[config.mk]
export PLATFORM = sky130hd
export DESIGN_NAME = unidade_de_busca_flat
export DESIGN_NICKNAME = d
export VERILOG_FILES = /design/src/rtl/unidade_de_busca_pkg.sv /design/src/rtl/unidade_de_busca_if.sv /design/src/rtl/unidade_de_busca_calculo_prox_pc.sv /design/src/rtl/unidade_de_busca.sv /design/src/flat_wrapper.sv
export SDC_FILE = /design/constraint.sdc
export NUM_CORES = 1
export LEC_CHECK = 0
export ABC_AREA = 1
export CORE_ASPECT_RATIO = 0.7
export CORE_MARGIN = 2
export CORE_UTILIZATION = 45
export CTS_CLUSTER_DIAMETER = 150
export DETAILED_ROUTE_END_ITERATION = 12
export GPL_ROUTABILITY_DRIVEN = 0
export GPL_TIMING_DRIVEN = 0
export PLACE_DENSITY = 0.8
export SLEW_MARGIN = 15
export SYNTH_ARGS = -nofsm -noshare
export SYNTH_HDL_FRONTEND = slang
export SYNTH_HIERARCHICAL = 1
export SYNTH_SLANG_ARGS = --single-unit
[constraint.sdc]
create_clock -name clock -period 2 [get_ports clock]
set_input_delay 0.3 -clock clock [delete_from_list [all_inputs] [get_ports clock]]
set_output_delay 0.3 -clock clock [all_outputs]
set_load 0.02 [all_outputs]
[src/rtl/unidade_de_busca_pkg.sv]
// Shared definitions for the fetch unit and the control unit: PC width,
// instruction field layout and FSM state encoding.
package unidade_de_busca_pkg;

  localparam int unsigned LARGURA_PC       = 8;
  localparam int unsigned LARGURA_OPCODE   = 3;
  localparam int unsigned LARGURA_IMEDIATO = 5;

  typedef enum logic [1:0] {
    BUSCA    = 2'b00,
    EMITE    = 2'b01,
    ATUALIZA = 2'b10
  } estado_t;

  // Instruction word: opcode in [7:5], immediate in [4:0]
  typedef struct packed {
    logic [LARGURA_OPCODE-1:0]   opcode;
    logic [LARGURA_IMEDIATO-1:0] imediato;
  } instrucao_t;

  // Two's-complement extension of the branch immediate to PC width
  function automatic logic [LARGURA_PC-1:0] estende_sinal(input logic [LARGURA_IMEDIATO-1:0] imm);
    return {{(LARGURA_PC - LARGURA_IMEDIATO){imm[LARGURA_IMEDIATO-1]}}, imm};
  endfunction

endpackage

[src/rtl/unidade_de_busca_if.sv]
// Instruction memory bus: request/address out, ack/data back in the same cycle.
interface unidade_de_busca_if;
  import unidade_de_busca_pkg::*;

  logic [LARGURA_PC-1:0] imem_addr;
  logic                  imem_req;
  logic                  imem_ack;
  instrucao_t            imem_data;

  modport master (output imem_addr, imem_req, input imem_ack, imem_data);
  modport slave  (input imem_addr, imem_req, output imem_ack, imem_data);

endinterface

[src/rtl/unidade_de_busca_calculo_prox_pc.sv]
// Next-PC selection: absolute jump, taken branch, or sequential, all modulo 2^8.
module calculo_prox_pc
  import unidade_de_busca_pkg::*;
(
  input  logic [LARGURA_PC-1:0]       pc,
  input  logic [LARGURA_IMEDIATO-1:0] imediato,
  input  logic [LARGURA_PC-1:0]       jump_addr,
  input  logic                        Jump,
  input  logic                        BEQ,
  input  logic                        zero,
  output logic [LARGURA_PC-1:0]       prox_pc
);

  // Jump has priority over a taken branch; otherwise fall through
  always_comb begin
    prox_pc = pc + LARGURA_PC'(1);
    if (Jump) begin
      prox_pc = jump_addr;
    end else if (BEQ && zero) begin
      prox_pc = pc + estende_sinal(imediato);
    end
  end

endmodule

[src/rtl/unidade_de_busca.sv]
// Instruction fetch unit: fetches one word, issues it to the control unit,
// then advances the PC according to the control unit's decision.
module unidade_de_busca
  import unidade_de_busca_pkg::*;
#(
  parameter logic [7:0]  PC_INICIAL = 8'h00,
  parameter int unsigned LARGURA    = 8
) (
  input  logic                        clock,
  input  logic                        reset,
  unidade_de_busca_if.master          imem,
  output logic [LARGURA_OPCODE-1:0]   opcode,
  output logic [LARGURA_IMEDIATO-1:0] imediato,
  output logic                        instr_valida,
  input  logic                        PCWrite,
  input  logic                        Jump,
  input  logic                        BEQ,
  input  logic                        zero,
  input  logic [LARGURA_PC-1:0]       jump_addr,
  output logic [LARGURA-1:0]          pc
);

  estado_t               estado;
  estado_t               estado_prox;
  logic [LARGURA-1:0]    pc_q;
  instrucao_t            ir_q;
  logic                  carrega_ir;
  logic                  carrega_pc;
  logic [LARGURA_PC-1:0] prox_pc;

  calculo_prox_pc u_calculo_prox_pc (
    .pc        (LARGURA_PC'(pc_q)),
    .imediato  (ir_q.imediato),
    .jump_addr (jump_addr),
    .Jump      (Jump),
    .BEQ       (BEQ),
    .zero      (zero),
    .prox_pc   (prox_pc)
  );

  // State, PC and instruction registers; reset wins over everything
  always_ff @(posedge clock) begin
    if (reset) begin
      estado <= BUSCA;
      pc_q   <= LARGURA'(PC_INICIAL);
      ir_q   <= '0;
    end else begin
      estado <= estado_prox;
      if (carrega_ir) begin
        ir_q <= imem.imem_data;
      end
      // Control inputs are only valid in EMITE, so the resolved target is
      // committed on the EMITE->ATUALIZA edge; ATUALIZA is the settle cycle.
      if (carrega_pc) begin
        pc_q <= LARGURA'(prox_pc);
      end
    end
  end

  // Next-state and register load enables
  always_comb begin
    estado_prox = estado;
    carrega_ir  = 1'b0;
    carrega_pc  = 1'b0;
    case (estado)
      BUSCA: begin
        if (imem.imem_ack) begin
          carrega_ir  = 1'b1;
          estado_prox = EMITE;
        end
      end
      EMITE: begin
        if (PCWrite) begin
          carrega_pc  = 1'b1;
          estado_prox = ATUALIZA;
        end
      end
      ATUALIZA: begin
        estado_prox = BUSCA;
      end
      default: begin
        estado_prox = BUSCA;
      end
    endcase
  end

  // Output decode; reset masks everything to its idle value combinationally
  always_comb begin
    pc            = pc_q;
    opcode        = ir_q.opcode;
    imediato      = ir_q.imediato;
    instr_valida  = (estado == EMITE);
    imem.imem_req = (estado == BUSCA);
    if (reset) begin
      pc            = LARGURA'(PC_INICIAL);
      opcode        = '0;
      imediato      = '0;
      instr_valida  = 1'b0;
      imem.imem_req = 1'b0;
    end
    imem.imem_addr = LARGURA_PC'(pc);
  end

endmodule

[src/flat_wrapper.sv]
// flat-port wrapper written by rule: the top's interface ports become plain ports
module unidade_de_busca_flat import unidade_de_busca_pkg::*;
#(
  parameter logic [7:0]  PC_INICIAL = 8'h00,
  parameter int unsigned LARGURA    = 8
)
  (clock, reset, opcode, imediato, instr_valida, PCWrite, Jump, BEQ, zero, jump_addr, pc, imem_imem_addr, imem_imem_req, imem_imem_ack, imem_imem_data);
  unidade_de_busca_if imem_i ();
  input  logic clock;
  input  logic reset;
  output logic [LARGURA_OPCODE-1:0] opcode;
  output logic [LARGURA_IMEDIATO-1:0] imediato;
  output logic instr_valida;
  input  logic PCWrite;
  input  logic Jump;
  input  logic BEQ;
  input  logic zero;
  input  logic [LARGURA_PC-1:0] jump_addr;
  output logic [LARGURA-1:0] pc;
  output wire logic [$bits(imem_i.imem_addr)-1:0] imem_imem_addr;
  output wire logic [$bits(imem_i.imem_req)-1:0] imem_imem_req;
  input wire logic [$bits(imem_i.imem_ack)-1:0] imem_imem_ack;
  input wire logic [$bits(imem_i.imem_data)-1:0] imem_imem_data;
  assign imem_imem_addr = imem_i.imem_addr;
  assign imem_imem_req = imem_i.imem_req;
  assign imem_i.imem_ack = imem_imem_ack;
  assign imem_i.imem_data = imem_imem_data;
  unidade_de_busca #(.PC_INICIAL(PC_INICIAL), .LARGURA(LARGURA)) u_core (.clock(clock), .reset(reset), .imem(imem_i), .opcode(opcode), .imediato(imediato), .instr_valida(instr_valida), .PCWrite(PCWrite), .Jump(Jump), .BEQ(BEQ), .zero(zero), .jump_addr(jump_addr), .pc(pc));
endmodule
---- Yosys cells after proc, flatten, opt, wreduce, memory -nomap -nowiden ----
Index checks and enable logic that the tools add are counted.
storage, ports and cells
  word-level logic and storage cells ...... 26
  bits of input ports ..................... 23
  output and inout bits ................... 26
  flip-flop bits (word level) ............. 18
operators by class
  muxes and demuxes ....................... 14
  reductions and logical operators ........ 3
  add/subtract/negate cells ............... 2
  equality and inequality tests ........... 3
operators with widths
  cell                                                 number
  two-way mux 8 bit                                    3
  adder 8 x 1 -> 8 bit, second input constant          1
  adder 8 bit                                          1
  two-way mux 1 bit                                    6
  two-way mux 5 bit                                    1
  two-way mux 2 bit                                    2
  inequality test 2 bit, second input constant         2
  case mux 2 bit (2 select lines)                      1
  two-way mux 3 bit                                    1
  equality test 2 x 1 -> 1 bit, second input constant  1
  logical NOT 2 bit                                    1
  AND reduction 2 bit                                  1
  logical AND 1 bit                                    1

---- Longest topological paths before layout ----
Gate-level depths: netlist of run 1.
  depth in word-level cells ............... 3
  mapped depth ............................ 16
  depth with buffers taken out ............ 16

---- Modules after synthesis ----
Netlist of run 1, hierarchy kept.
modules (own cells, without submodules)
  module            cells each  area an instance (um^2)  times used  seq. area each (um^2)
  unidade_de_busca  139         925.9                    1           360.3
  calculo_prox_pc   86          451.7                    1           0.0

---- Worst setup path before layout of run 1 ----
No wires, ideal clock.
  path type ............................... input -> register
  start point ............................. input port BEQ
  end point ............................... register u_core.pc_q[6]
  arrival ................................. 1692 ps
  stages on the path ...................... 15
  setup slack ............................. 188 ps
  library setup time ...................... 119 ps
  required time ........................... 1881 ps
  buffers on the path ..................... 0
  cells stage by stage .................... nand2_2 > or2_2 > ha_1 > inv_1 > fa_1 > inv_1 > nand3_1 > nand2_1 > nand4_1 > nand2_1 > nand3_1 > nand3_1 > nand2_1 > nand4_1 > a21oi_1
on the way
  cells in the longest elaborated chain, start to end .. 3
RTL lines
  what                   RTL line                                RTL
  from (decl)            flat_wrapper.sv:16                      input logic BEQ;
  logical AND 1 bit      unidade_de_busca_calculo_prox_pc.sv:19  end else if (BEQ && zero) begin
  two-way mux 8 bit      unidade_de_busca_calculo_prox_pc.sv:19
  two-way mux 8 bit      unidade_de_busca_calculo_prox_pc.sv:17  if (Jump) begin
  net u_core.prox_pc[6]  unidade_de_busca.sv:29                  logic [LARGURA_PC-1:0] prox_pc;
  to (signal assigned)   unidade_de_busca.sv:45                  pc_q <= LARGURA'(PC_INICIAL);
  to (signal assigned)   unidade_de_busca.sv:55                  pc_q <= LARGURA'(prox_pc);
  to (decl)              unidade_de_busca.sv:25                  logic [LARGURA-1:0] pc_q;
The timed path passes the listed nets, and every way through them passes these cells.
A chain may end at the register's enable or synchronous reset.

---- Worst setup path in the final report of run 1 ----
  start point ............................. input port reset
  end point ............................... output port imediato[3]
on the way
  cells in the longest elaborated chain, start to end .. 1
RTL lines
  what               RTL line                RTL
  from (decl)        flat_wrapper.sv:10      input logic reset;
  two-way mux 5 bit  unidade_de_busca.sv:94  if (reset) begin
  to (decl)          flat_wrapper.sv:12      output logic [LARGURA_IMEDIATO-1:0] imediato;
No other way between the ends.

==> out/metrics.cfg, run 1 <==
[run_status]
status = finished clean

[detailed_routing]
drt-initial-drc-count = 70
num_vias = 1527
dr.pass1.iters = 4
drcViolationCount = 0
wire_per_inst_um = 11.4
postRouteWirelength_um = 3610
ant_nets = 0
drt-vias-per-instance = 4.83

[sta]
fin_setup_tns_ns = 0
setup_violations = 0
hold_viol_final = 0
post-route-period-util = 0.970
slew_headroom = 0.807
finalMaxSlewViolations = 0
fin_crit_ns = 1.94
fin_skew_ns = 0.00129
max_freq_ghz = 0.515
rsz0062_at_grt = false
worstMarginPinSlew_ns = 0.286

[floorplan]
die_w_um = 70.1
start_util = 0.481
ios = 49
coreArea_mm2 = 0.00286
fp.dieH_um = 50.3
num_rows = 16
die_area_mm2 = 0.00353

[logic_synthesis]
yosys.area.top_type = dfxtp_1
synth_edf_count = 0
ys_seq_area_frac = 0.262
avgSynthCellArea_um2 = 6.12
synthesis.nets = 253
synth_cell_type_count = 23
async_reset_ff_frac = 0
synth_ff_type = dfxtp_1
netlist_instances = 225
netlist_area_mm2 = 0.00138
netlist.area_leader.share = 0.262
synth.area.top_cells = dfxtp_1 26%, nand2_1 19%, inv_1 12%
ys_ff_latch = 18
yosys_warnings = 6

[placed_design]
portBuffers = 47
hpwl_um = 2760

[layout]
multi_input_area_um2 = 766
fillCellCount = 267
synthToLayoutAreaGrowth_pct = 43.7
final_cell_mix = 66 x nand2_1, 43 x inv_1, 23 x clkdlybuf4s50_1
final_common_cell = nand2_1
n_antenna_cell = 0
drive_above_1_share = 0.207
layout.nets = 310
seq_area_um2 = 362

[worst_setup_path]
critPathRequiredTime_ns = 1.70
crit_path_max_fanout = 10
crit_type = input pin to primary output
crit_slowest_cell = clkdlybuf4s50_1
cp_common_cell = clkdlybuf4s50_1
end_kind = primary output
cp_num_buf_inv = 4
crit_arrival_ns = 1.64
max_stage_delay_ns = 0.59
startpoint_type = input pin
worstPathCellList = clkdlybuf4s50_1 > inv_4 > nand2_1 > inv_1 > clkdlybuf4s50_1
cp_top_family = buffers and inverters

[clock_tree]
clk_pin_slew_ns = 0.06
root_buffer = clkbuf_8
numCtsBuffers = 3
cts_tree = built
clk_path_buf_depth = 2
cts.sinks = 18
clk_latency_ns = 0.25
htreeDepth = 1

[global_route]
grt_pass1_wl_um = 5930
overflow = 0
grt_max_degree = 11
antenna_found_initial = 0
grt_util_all_layers = 0.207
grt_pass1_vias = 1358

[power]
total_power_mw = 0.926
p_leak_nw = 1.15
cellPowerDensity_mw_per_mm2 = 468
vdd_drop_max_uv = 400

[min_path]
hold_path_class = input pin to register

[job]
max-cap-violations = 0

routing by layer:
metal,track usage,part of all wire,wire length [µm]
met2,0.325,0.44,1580
met4,0.0705,0.011,40
met5,0,0,0
met1,0.287,0.47,1700
met3,0.0402,0.082,295
state kept, by name, indices dropped and copies added, names as in the netlist:
| name | cells |
|---|---|
| u_core/estado | 2 |
| u_core/ir_q | 8 |
| u_core/pc_q | 8 |
synth_stat cells (3+ instances only):
cell type	n
nand2_1	68
inv_1	45
dfxtp_1	18
nor2_1	17
a21oi_1	12
nand4_1	12
buf_4	9
nand3_1	9
o21ai_0	7
nand2_2	5
ha_1	4
nor2_2	3
worst register-to-register path: stages (launching register included):
cell	delay, ns
dfxtp_1	0.42
ha_4	0.17
inv_2	0.04
fa_2	0.32
inv_2	0.08
nand3_1	0.07
nand2_1	0.10
nand4_1	0.11
nand3_1	0.09
nand3_1	0.07
nand2_1	0.09
nand4_1	0.10
a21oi_1	0.16
where the power goes:
group | internal (mW) | switching (mW) | leakage (nW)
clock | 0.133 | 0.111 | 0.0216
sequential | 0.385 | 0.0206 | 0.148
combinational | 0.127 | 0.150 | 0.980
total | 0.645 | 0.281 | 1.15
logic make-up after synthesis:
family / synth area share
adders and majority gates: 0.0509
and+or+nand+nor: 0.395
xor gates and xnor gates: 0.0127
AOI/OAI and AO/OA: 0.0690
DFF: 0.262
buffers and inverters: 0.211
per-stage QoR:
step	setup WS [ns]	cells	hold WS, ns	cell area [µm²]	util
CTS	0.0102	313	0.329	1940	0.679
finish	0.0597	316	0.343	1980	0.691
global placement	-0.567	308	0.471	1890	0.661
global route	0.000629	316	0.352	1980	0.691
floorplan	0.188	225	0.449	1380	-
detailed placement	-0.621	308	0.482	1890	0.661
path summary, 6_finish.rpt:
path | start | to | slack [ns] | depth (start not counted)
worst max register to register | u_core/pc_q[0] | u_core/pc_q[6] | 0.11 | 12
worst min register to register | u_core/pc_q[3] | u_core/pc_q[3] | 0.49 | 2
worst min-delay path | PCWrite | u_core/estado[0] | 0.34 | 2
worst max-delay path | reset | imediato[3] | 0.06 | 5
what timing repair did:
action                     in CTS  in global routing
hold buffers                    0                  0
gates resized for setup        35                 32
setup buffers                   2                  3
pin swaps                       3                  7
gates cloned                    0                  0
setup endpoints to repair      25                 21
layout make-up:
class	count	area share
inverters	47	0.0904
plain buffers	14	0.0619
multi-input cells	146	0.387
flip-flops and latches	18	0.183
clock buffers	3	0.0209
repair buffers	52	0.235
well taps	36	0.0228
Note: power is estimated with default switching activity, not from simulation.
==> inputs of run 2 (changes only) <==
PLACE_DENSITY = 0.77   (was 0.8)
SETUP_SLACK_MARGIN = 0.1   (was not set)
==> run 2 against run 1 <==
  * Worst setup slack better by 0.097 ns
  * Hold slack got worse by 0.0050 ns
  * Sequential power about the same
  * Routed wire length fell by 3.8%
  * Combinational power is 2% lower
  * Total power is 0.80% lower
  * Global-route usage is 0.38 points lower
  * Design area grew 1.0%
  * Clock power about the same
  * Largest power group unchanged
==> out/metrics.cfg, run 2 (synthesis results as in run 1) <==
[placed_design]
place_inst = 308  ; unchanged
hpwl_um = 2580  ; -6.5%
portBuffers = 47  ; unchanged

[worst_setup_path]
critPathRequiredTime_ns = 2.18  ; +0.48 ns
crit_path_max_fanout = 5  ; -5
crit_arrival_ns = 2.02  ; +0.38 ns
rr_worst_depth = 14  ; +2
r2r_slack_ns = 0.17  ; +0.06 ns
crit_type = input pin to register
startpoint_type = input pin
end_kind = register

[detailed_routing]
wire_per_inst_um = 11.0  ; -3.8%
postRouteWirelength_um = 3470  ; -3.8%
ant_nets = 0  ; unchanged
drt-initial-drc-count = 78  ; +11%
dr.pass1.iters = 4  ; unchanged
drt-vias-per-instance = 4.71  ; -2.6%
num_vias = 1488  ; -2.6%
drcViolationCount = 0  ; unchanged

[sta]
max_freq_ghz = 0.543  ; +5.3%
hold_slack_ns = 0.338  ; -0.00504 ns
worstMarginPinSlew_ns = 0.297  ; +0.0102 ns
setup_violations = 0  ; unchanged
fin_skew_ns = 0.00432  ; +0.00303 ns
fin_crit_ns = 1.84  ; -0.0971 ns
hold_viol_final = 0  ; unchanged
finalMaxSlewViolations = 0  ; unchanged
slew_headroom = 0.802  ; -0.00496
rsz0062_at_grt = true
post-route-period-util = 0.922  ; -0.0486

[layout]
layout.nets = 310  ; unchanged
synthToLayoutAreaGrowth_pct = 45.1
final_common_cell = nand2_1
n_antenna_cell = 0  ; unchanged
drive_above_1_share = 0.214  ; +0.00714
largest_registers = u_core/ir_q: 8 flops, u_core/pc_q: 8 flops, u_core/estado: 2 flops
final_cell_mix = 66 x nand2_1, 43 x inv_1, 19 x clkdlybuf4s50_1
fin_cells = 316  ; unchanged

[min_path]
whs_path_depth = 2  ; unchanged
hold_path_class = input pin to register

[global_route]
grt_util_all_layers = 0.204  ; -0.00379
antenna_found_initial = 0  ; unchanged
overflow = 0  ; unchanged
grt_pass1_wl_um = 5790  ; -2.4%
grt_pass1_vias = 1313  ; -3.3%
grt_max_degree = 11  ; unchanged

[power]
pwr-share-seq = 0.440  ; +0.002
p_sw_mw = 0.278  ; -1.2%
p_leak_nw = 1.12  ; -2.7%
cellPowerDensity_mw_per_mm2 = 460  ; -1.8%
vdd_drop_max_uv = 597  ; +49%
p_int_mw = 0.641  ; -0.62%
combPwrFrac = 0.294  ; -0.004
clock_power_share = 0.266  ; +0.002
sw_frac_of_total = 0.303  ; -0.00121
total_power_mw = 0.919  ; -0.80%

[clock_tree]
clk_pin_slew_ns = 0.06  ; about the same
numCtsBuffers = 3  ; unchanged
htreeDepth = 1  ; unchanged
clk_path_buf_depth = 2  ; unchanged
cts_tree = built
hold_buffers = 0  ; unchanged
clk_latency_ns = 0.25  ; about the same
root_buffer = clkbuf_8
cts.sinks = 18  ; unchanged

[run_status]
status = finished clean

[job]
max-cap-violations = 0  ; unchanged

[floorplan]
num_rows = 16  ; unchanged
coreArea_mm2 = 0.00286  ; unchanged
die_w_um = 70.1  ; unchanged
ios = 49  ; unchanged
start_util = 0.481  ; unchanged
die_area_mm2 = 0.00353  ; unchanged
fp.dieH_um = 50.3  ; unchanged

-- run 2: cell types whose count changed in the layout (fill, tap and decap cells not counted), sizes merged --
| cell | change |
|---|---|
| dlymetal6s2s | -4 |
| clkbuf | -3 |
| clkdlybuf4s15 | +4 |
| buf | -2 |
| clkdlybuf4s50 | -4 |
| dlygate4sd2 | +9 |
-- run 2: path summary, 6_finish.rpt --
check	from	end
worst min-delay path	PCWrite	u_core/estado[0]
worst max-delay path	zero	u_core/pc_q[7]
worst max register to register	u_core/ir_q[0]	u_core/pc_q[6]
worst min register to register	u_core/ir_q[0]	u_core/ir_q[0]
-- run 2: critical path, stage by stage --
cell and delay, ns:
buf_4 0.13, nand2_2 0.08, buf_4 0.14, nor2_1 0.04, ha_1 0.35, a21oi_1 0.16, nand2_1 0.10, nand2_2 0.10
nor2_4 0.04, nand2_1 0.09, nand3_1 0.07, nand2_1 0.07, nand3_1 0.06, nand2_1 0.06, nand4_1 0.08, a21oi_1 0.14
-- run 2: power by group through the flow --
stage / registers (mW) / clock network (mW) / logic [mW]
floorplan: 0.404 / 0 / 0.157
global route: 0.408 / 0.267 / 0.299
detailed placement: 0.410 / 0 / 0.265
finish: 0.404 / 0.245 / 0.270
global placement: 0.409 / 0 / 0.262
CTS: 0.402 / 0.249 / 0.261
-- run 2: timing repair --
item | CTS | global route
setup endpoints to repair | 33 | 9
pin swaps | 5 | 14
setup buffers | 3 | 2
resized for setup | 53 | 21
-- run 2: layout make-up --
| type | count | area, µm² |
|---|---|---|
| fillers | 277 | 863 |
| multi-input cells | 146 | 776 |
| repair buffers | 52 | 470 |
| flip-flops and latches | 18 | 364 |
| inverters | 47 | 176 |
| plain buffers | 14 | 126 |
| well taps | 36 | 45.0 |
| clock buffers | 3 | 41.3 |
-- run 2: layer usage --
metal  routed length [µm]  track usage  vias up
li1                     -            -      794
met1                 1790        0.295      642
met2                 1460        0.313       52
met3                  222       0.0502        0
met4                    0       0.0288        0
met5                    0            0        -
-- run 2: through the flow --
stage | utilization | cell area, µm² | setup slack (ns) | TNS, ns
after floorplan | - | 1380 | 0.188 | 0
after global placement | 0.661 | 1890 | -0.586 | -7.48
after detailed placement | 0.661 | 1890 | -0.605 | -8.09
after CTS | 0.684 | 1960 | 0.0807 | 0
after global routing | 0.698 | 2000 | 0.0524 | 0
final | 0.698 | 2000 | 0.157 | 0
